<file path="config.mk">
export PLATFORM = sky130hd
export DESIGN_NAME = mem_port_arbiter
export DESIGN_NICKNAME = d
export VERILOG_FILES = /design/src/rtl/mem_port_arbiter.sv
export SDC_FILE = /design/constraint.sdc
export NUM_CORES = 1
export LEC_CHECK = 0
export CORE_AREA = 3 3 110 112
export DETAILED_ROUTE_END_ITERATION = 10
export DIE_AREA = 0 0 113 115
export REMOVE_ABC_BUFFERS = 1
export SLEW_MARGIN = 10
export SYNTH_ARGS = -nofsm -noshare
export SYNTH_HDL_FRONTEND = slang
export SYNTH_SLANG_ARGS = --single-unit
</file>
<file path="constraint.sdc">
create_clock -name clk -period 2.6 [get_ports clk]
set_clock_uncertainty 0.05 [all_clocks]
set_input_delay 0.65 -clock clk [delete_from_list [all_inputs] [get_ports clk]]
set_output_delay 0.65 -clock clk [all_outputs]
set_load 0.02 [all_outputs]
</file>
<file path="src/rtl/mem_port_arbiter.sv">
// Two-requester arbiter (LSU and instruction fetch) in front of one req/gnt/rvalid memory port.
// An in-order owner FIFO routes each response back to the requester that issued it.
module mem_port_arbiter #(
    parameter int XLEN            = 32,
    parameter int MAX_OUTSTANDING = 2,
    parameter int RR_MODE         = 1
) (
    input  logic            clk,
    input  logic            reset,
    input  logic            lsu_req_i,
    input  logic [XLEN-1:0] lsu_addr_i,
    input  logic            lsu_we_i,
    input  logic [3:0]      lsu_be_i,
    input  logic [XLEN-1:0] lsu_wdata_i,
    output logic            lsu_gnt_o,
    output logic            lsu_rvalid_o,
    output logic [XLEN-1:0] lsu_rdata_o,
    input  logic            if_req_i,
    input  logic [XLEN-1:0] if_addr_i,
    output logic            if_gnt_o,
    output logic            if_rvalid_o,
    output logic [XLEN-1:0] if_rdata_o,
    output logic            data_clk,
    output logic            data_req_o,
    output logic [XLEN-1:0] data_addr_o,
    output logic            data_we_o,
    output logic [3:0]      data_be_o,
    output logic [XLEN-1:0] data_wdata_o,
    input  logic [XLEN-1:0] data_rdata_i,
    input  logic            data_rvalid_i,
    input  logic            data_gnt_i,
    output logic            idle_o,
    output logic [3:0]      outstanding_o,
    output logic            err_o
);

    localparam logic       OWNER_L = 1'b0;
    localparam logic       OWNER_F = 1'b1;
    localparam logic [3:0] MAX_CNT = 4'(MAX_OUTSTANDING);

    // Owner FIFO as a shift register: bit 0 is the head, occupancy in count_r.
    logic [MAX_OUTSTANDING-1:0] owners_r;
    logic [MAX_OUTSTANDING-1:0] owners_next_s;
    logic [3:0]                 count_r;
    logic [3:0]                 count_next_s;
    logic [3:0]                 count_after_pop_s;
    logic                       rr_last_r;
    logic                       hold_valid_r;
    logic                       hold_owner_r;
    logic                       err_r;

    logic can_issue_s;
    logic winner_s;
    logic req_s;
    logic accept_s;
    logic pop_s;
    logic orphan_s;

    assign data_clk     = clk;
    assign can_issue_s  = (count_r < MAX_CNT) || (data_rvalid_i && (count_r == MAX_CNT));
    assign req_s        = !reset && can_issue_s && (lsu_req_i || if_req_i);
    assign accept_s     = req_s && data_gnt_i;
    assign pop_s        = !reset && data_rvalid_i && (count_r != 4'd0);
    assign orphan_s     = data_rvalid_i && (count_r == 4'd0);

    // Winner selection; an ungranted winner keeps the port while it still requests.
    always_comb begin
        winner_s = OWNER_L;
        if (hold_valid_r && (hold_owner_r == OWNER_L) && lsu_req_i) begin
            winner_s = OWNER_L;
        end else if (hold_valid_r && (hold_owner_r == OWNER_F) && if_req_i) begin
            winner_s = OWNER_F;
        end else if (lsu_req_i && if_req_i) begin
            winner_s = ((RR_MODE != 0) && (rr_last_r == OWNER_L)) ? OWNER_F : OWNER_L;
        end else if (if_req_i) begin
            winner_s = OWNER_F;
        end else begin
            winner_s = OWNER_L;
        end
    end

    // Request-path mux toward memory; fetch is always a full-word read.
    always_comb begin
        data_req_o   = req_s;
        data_addr_o  = '0;
        data_we_o    = 1'b0;
        data_be_o    = 4'b0000;
        data_wdata_o = '0;
        case ({req_s, winner_s})
            {1'b1, OWNER_L}: begin
                data_addr_o  = lsu_addr_i;
                data_we_o    = lsu_we_i;
                data_be_o    = lsu_be_i;
                data_wdata_o = lsu_wdata_i;
            end
            {1'b1, OWNER_F}: begin
                data_addr_o  = if_addr_i;
                data_we_o    = 1'b0;
                data_be_o    = 4'b1111;
                data_wdata_o = '0;
            end
            default: begin
                data_addr_o  = '0;
                data_we_o    = 1'b0;
                data_be_o    = 4'b0000;
                data_wdata_o = '0;
            end
        endcase
    end

    assign lsu_gnt_o     = accept_s && (winner_s == OWNER_L);
    assign if_gnt_o      = accept_s && (winner_s == OWNER_F);
    assign lsu_rvalid_o  = pop_s && (owners_r[0] == OWNER_L);
    assign if_rvalid_o   = pop_s && (owners_r[0] == OWNER_F);
    assign lsu_rdata_o   = data_rdata_i;
    assign if_rdata_o    = data_rdata_i;
    assign idle_o        = reset || (count_r == 4'd0);
    assign outstanding_o = reset ? 4'd0 : count_r;
    assign err_o         = err_r;

    // Owner FIFO next state: pop first, then push at the post-pop tail.
    always_comb begin
        count_after_pop_s = count_r - {3'b000, pop_s};
        if (pop_s) begin
            owners_next_s = owners_r >> 1;
        end else begin
            owners_next_s = owners_r;
        end
        for (int i = 0; i < MAX_OUTSTANDING; i++) begin
            owners_next_s[i] = (accept_s && (count_after_pop_s == 4'(i))) ? winner_s
                                                                            : owners_next_s[i];
        end
        count_next_s = count_after_pop_s + {3'b000, accept_s};
    end

    // State registers: FIFO, round-robin history, winner hold and sticky error.
    always_ff @(posedge clk) begin
        if (reset) begin
            owners_r     <= '0;
            count_r      <= 4'd0;
            rr_last_r    <= OWNER_F;
            hold_valid_r <= 1'b0;
            hold_owner_r <= OWNER_L;
            err_r        <= 1'b0;
        end else begin
            owners_r     <= owners_next_s;
            count_r      <= count_next_s;
            rr_last_r    <= accept_s ? winner_s : rr_last_r;
            hold_valid_r <= req_s && !data_gnt_i;
            hold_owner_r <= winner_s;
            err_r        <= err_r || orphan_s;
        end
    end

endmodule
</file>
# Word level (Yosys, flattened, before mapping)
# Index checks and enable logic that the tools add are counted.
# word_totals
regBits	10
rom_bits	0
latch_bits	0
mem_count	0
mem_bits_rw	0
# op_classes
n_addsub	2
n_eq_ne	4
magnitude_cmp	1
bitwise	3
shift	0
n_reduce_logical	30
mux	13
div_mod_pow	0
n_mul	0
# op_table
operator	count
32-bit case mux with 2 select lines	1
32-bit two-way mux	1
1-bit logical AND	19
4-bit zero test	2
1-bit two-way mux	8
4-bit case mux with 2 select lines	1
4-bit by 1-bit adder with 4-bit output	1
2-bit == test (second input constant)	2
4-bit by 1-bit == test with 1-bit output (second input constant)	1
4-bit by 2-bit == test with 1-bit output (second input constant)	1
1-bit logical OR	4
4-bit by 2-bit less-than comparator with 1-bit output (second input constant)	1
4-bit two-way mux	1
2-bit nonzero test	2
4-bit nonzero test	1
4-bit by 1-bit subtractor with 4-bit output	1
1-bit NOT	3
1-bit zero test	2
2-bit two-way mux	1

# Logic depth before layout (Yosys ltp)
# logic_depth
ltp_word	8
mapped_depth	10
ltp_nobuf	9

==> summary.txt <==
Route
  – First-pass iteration count of the detailed router: 4
  – Iteration-0 DRC count of the detailed router: 67
  – DR WL/cell: 28.4 um
  – Vias per cell: 4.49
  – Routed wire length: 14700 um
  – Via count: 2332
  – DR DRC count: 0
  – Number of routed nets with antenna violations: 0

Global routing
  – All-layer global routing usage: 21.7%
  – Vias in the first global route: 2425
  – Number of antenna violations at the first check in global routing: 6
  – Total grt overflow: 0
  – Global-route wire length before repair: 19400 um
  – Maximum number of pins on one net before global-route repair: 13

Setup path
  – Critical-path maximum fanout: 6
  – Category of the most critical setup path: flop to primary output
  – Kind of end point of the critical path: primary output
  – Startpoint types: flop
  – Endpoint arrival time on the critical path: 2110 ps
  – Data required time of the critical path: 1900 ps

Synth
  – Yosys Warn Count: 0
  – Post-synth top flop: sky130_fd_sc_hd__dfxtp_1
  – Post-Synthesis Cell Area: 1800 sq um
  – Synthesis-stage register bit count: 10
  – Sequential area share after synthesis: 11.1%
  – Syn Area/Cell: 8.04 sq um
  – Top area cells in the synthesized netlist: sky130_fd_sc_hd__buf_4 27%, sky130_fd_sc_hd__a22o_1 15%, sky130_fd_sc_hd__and2_1 12%
  – Synth cell types: 37
  – Share of Yosys cell area claimed by the top area cell type: 27.1%
  – Async SR Flop Fraction: 0%
  – Number of enable-type register cells in the synthesized netlist: 0
  – Syn Inst Count: 224
  – Biggest area consumer among synthesized cells: sky130_fd_sc_hd__buf_4

Die
  – Initial cell density of the core: 15.9%
  – Core box area: 11300 sq um
  – Width of the die: 113 um
  – Vert. Die Dim: 115 um
  – Placement row count: 39
  – Count of pins on the block boundary: 284
  – Die area: 13000 sq um

Placement
  – Count of placed standard cells including taps: 494
  – Placed cell areas: 3390 sq um
  – Detailed Place HPWL: 12200 um
  – Final estimated routing congestion in global placement: 0.879
  – Number of port buffers: 187

Timing
  – Final number of max-transition violations: 0
  – Final Hold Violating Endpoints: 0
  – RSZ-0062 raised after global routing: true
  – Slew margin rel.: 83.5%
  – Minimum clock period: 2810 ps
  – Highest attainable clock frequency: 356 MHz
  – Transition time of the tightest slew-check pin: 246 ps
  – Post-route setup slack: -205 ps
  – Share of the clock period used by the worst path: 108%
  – Setup Viol. Count Final: 56

Clocking
  – Number of hold buffers added after cts: 0
  – Clock tree from TritonCTS: done
  – Clock latency on the worst-skew pair: 360 ps
  – Post-CTS clock slew at the launch and capture registers of the worst setup and hold paths: 40 ps

Final layout
  – Share of post-route cells with drive strength above 1: 45.3%
  – Number of nets in the layout: 520
  – Final std cells w/o fill: 519
  – Growth of design area from synthesis to finish: 125%
  – Post-layout instance area: 4050 sq um
  – Fillcell total: 1127

Status
  – Violated checks: setup timing
  – Status: finished, violations left

Pwr
  – VDD IR max: 0.557 mV
  – Total leakage power: 0.00186 uW
  – Total power divided by cell area: 803 nW/um^2
  – Final Total Pwr: 3250 uW

Flow run
  – Max capacitance violation total: 0

Hold path
  – Worst min-delay path class: flop to flop
==> layout by cell type, fill, tap and decap left out, types with 4 or more instances in the layout <==
master / count
sky130_fd_sc_hd__buf_6: 61
sky130_fd_sc_hd__dfxtp_2: 4
sky130_fd_sc_hd__and3_1: 4
sky130_fd_sc_hd__buf_12: 7
sky130_fd_sc_hd__nand2_1: 5
sky130_fd_sc_hd__inv_1: 8
sky130_fd_sc_hd__o21a_1: 4
sky130_fd_sc_hd__and2_4: 26
sky130_fd_sc_hd__buf_16: 9
sky130_fd_sc_hd__clkbuf_2: 6
sky130_fd_sc_hd__a22o_1: 29
sky130_fd_sc_hd__buf_2: 12
sky130_fd_sc_hd__buf_4: 19
sky130_fd_sc_hd__nor2_1: 6
sky130_fd_sc_hd__clkdlybuf4s50_1: 107
sky130_fd_sc_hd__clkbuf_16: 6
sky130_fd_sc_hd__and2_1: 9
sky130_fd_sc_hd__dfxtp_1: 6
sky130_fd_sc_hd__nor2b_1: 6
==> stage by stage <==
step | utilization, % | setup slack, ps | TNS [ps] | hold WS, ps
floorplan | - | -210 | -13510 | 387
global placement | 30.0 | -948 | -65930 | 407
detailed placement | 30.0 | -959 | -66370 | 412
CTS | 36.0 | -183 | -3740 | 426
global route | 35.7 | -245 | -8450 | 443
finish | 35.8 | -205 | -5670 | 419
==> worst max-delay path, stage by stage, from the launching register on <==
cell                      delay, ps
sky130_fd_sc_hd__dfxtp_2        310
sky130_fd_sc_hd__or2_4          250
sky130_fd_sc_hd__a31oi_4        180
sky130_fd_sc_hd__buf_6          130
sky130_fd_sc_hd__nor2b_4         40
sky130_fd_sc_hd__buf_12         120
sky130_fd_sc_hd__buf_12         120
sky130_fd_sc_hd__buf_12         130
sky130_fd_sc_hd__buf_16         130
sky130_fd_sc_hd__a22o_1         210
sky130_fd_sc_hd__buf_6          130
==> power by group <==
group | internal (uW) | leakage (uW) | total [uW] | switching [uW]
clock | 411 | 0.0000792 | 546 | 135
combinational | 1380 | 0.00170 | 2470 | 1090
sequential | 200 | 0.0000828 | 232 | 32.6
total | 1990 | 0.00186 | 3250 | 1260
==> layer usage <==
| metal | global-route usage [%] | up-vias | share of wire, % |
|---|---|---|---|
| li1 | - | 1004 | - |
| met3 | 19.9 | 38 | 19 |
| met5 | 5.19 | - | 0.86 |
| met1 | 19.8 | 1028 | 32 |
| met4 | 8.49 | 14 | 4.2 |
| met2 | 33.6 | 248 | 44 |
==> kinds of logic after synthesis <==
family / Yosys count / synth area share, %
buffers and inverters: 89 / 37.0
AND/OR/NAND/NOR: 69 / 23.4
AO/OA/AOI/OAI: 46 / 22.7
flip-flops: 10 / 11.1
XOR/XNOR: 4 / 1.95
adder cells (fa/ha/maj): 4 / 2.78
multiplexers: 2 / 1.11
==> layout make-up <==
| class | instances | area [sq um] | area share [%] |
|---|---|---|---|
| Timing Repair Buffer | 224 | 2410 | 59.6 |
| Multi-Input combinational cell | 125 | 1060 | 26.1 |
| Sequential cell | 10 | 205 | 5.07 |
| Tap cell | 143 | 179 | 4.42 |
| Clock buffer | 7 | 159 | 3.93 |
| Inverter | 9 | 33.8 | 0.835 |
| Antenna cell | 1 | 2.50 | 0.0618 |
==> Yosys cell counts (2+ instances only) <==
cell,count
sky130_fd_sc_hd__a22o_1,30
sky130_fd_sc_hd__a22o_2,2
sky130_fd_sc_hd__and2_1,35
sky130_fd_sc_hd__and3_1,4
sky130_fd_sc_hd__buf_4,65
sky130_fd_sc_hd__buf_6,10
sky130_fd_sc_hd__clkbuf_1,3
sky130_fd_sc_hd__dfxtp_1,10
sky130_fd_sc_hd__ha_1,4
sky130_fd_sc_hd__inv_1,8
sky130_fd_sc_hd__mux2i_1,2
sky130_fd_sc_hd__nand2_1,6
sky130_fd_sc_hd__nand3_1,2
sky130_fd_sc_hd__nor2_1,6
sky130_fd_sc_hd__nor2b_1,8
sky130_fd_sc_hd__o2111ai_1,2
sky130_fd_sc_hd__o21a_1,4
sky130_fd_sc_hd__o21ai_1,2
sky130_fd_sc_hd__xnor2_1,2
sky130_fd_sc_hd__xor2_1,2
==> what timing repair did <==
action                                  4_1_cts  5_1_grt
resized for setup                           470       18
buffers inserted                              8        2
endpoints found under the hold margin         0        0
pin swaps                                    43       13
gates cloned                                 10        0
endpoints found under the setup margin       84       60
==> sequential cells by signal (all words and copies together), names as in the netlist <==
name          cells
hold_owner_r      1
err_o             1
owners_r          2
hold_valid_r      1
count_r           4
rr_last_r         1
==> worst paths after layout <==
path / from / end / slack [ps] / cells after the start
hold reg to reg: err_o / err_o / 420 / 2
setup / recovery: rr_last_r / data_addr_o[3] / -210 / 10
setup reg to reg: count_r[3] / owners_r[0] / 110 / 11
hold / removal: err_o / err_o / 420 / 2
No activity file was read; power rests on OpenSTA's default activity.
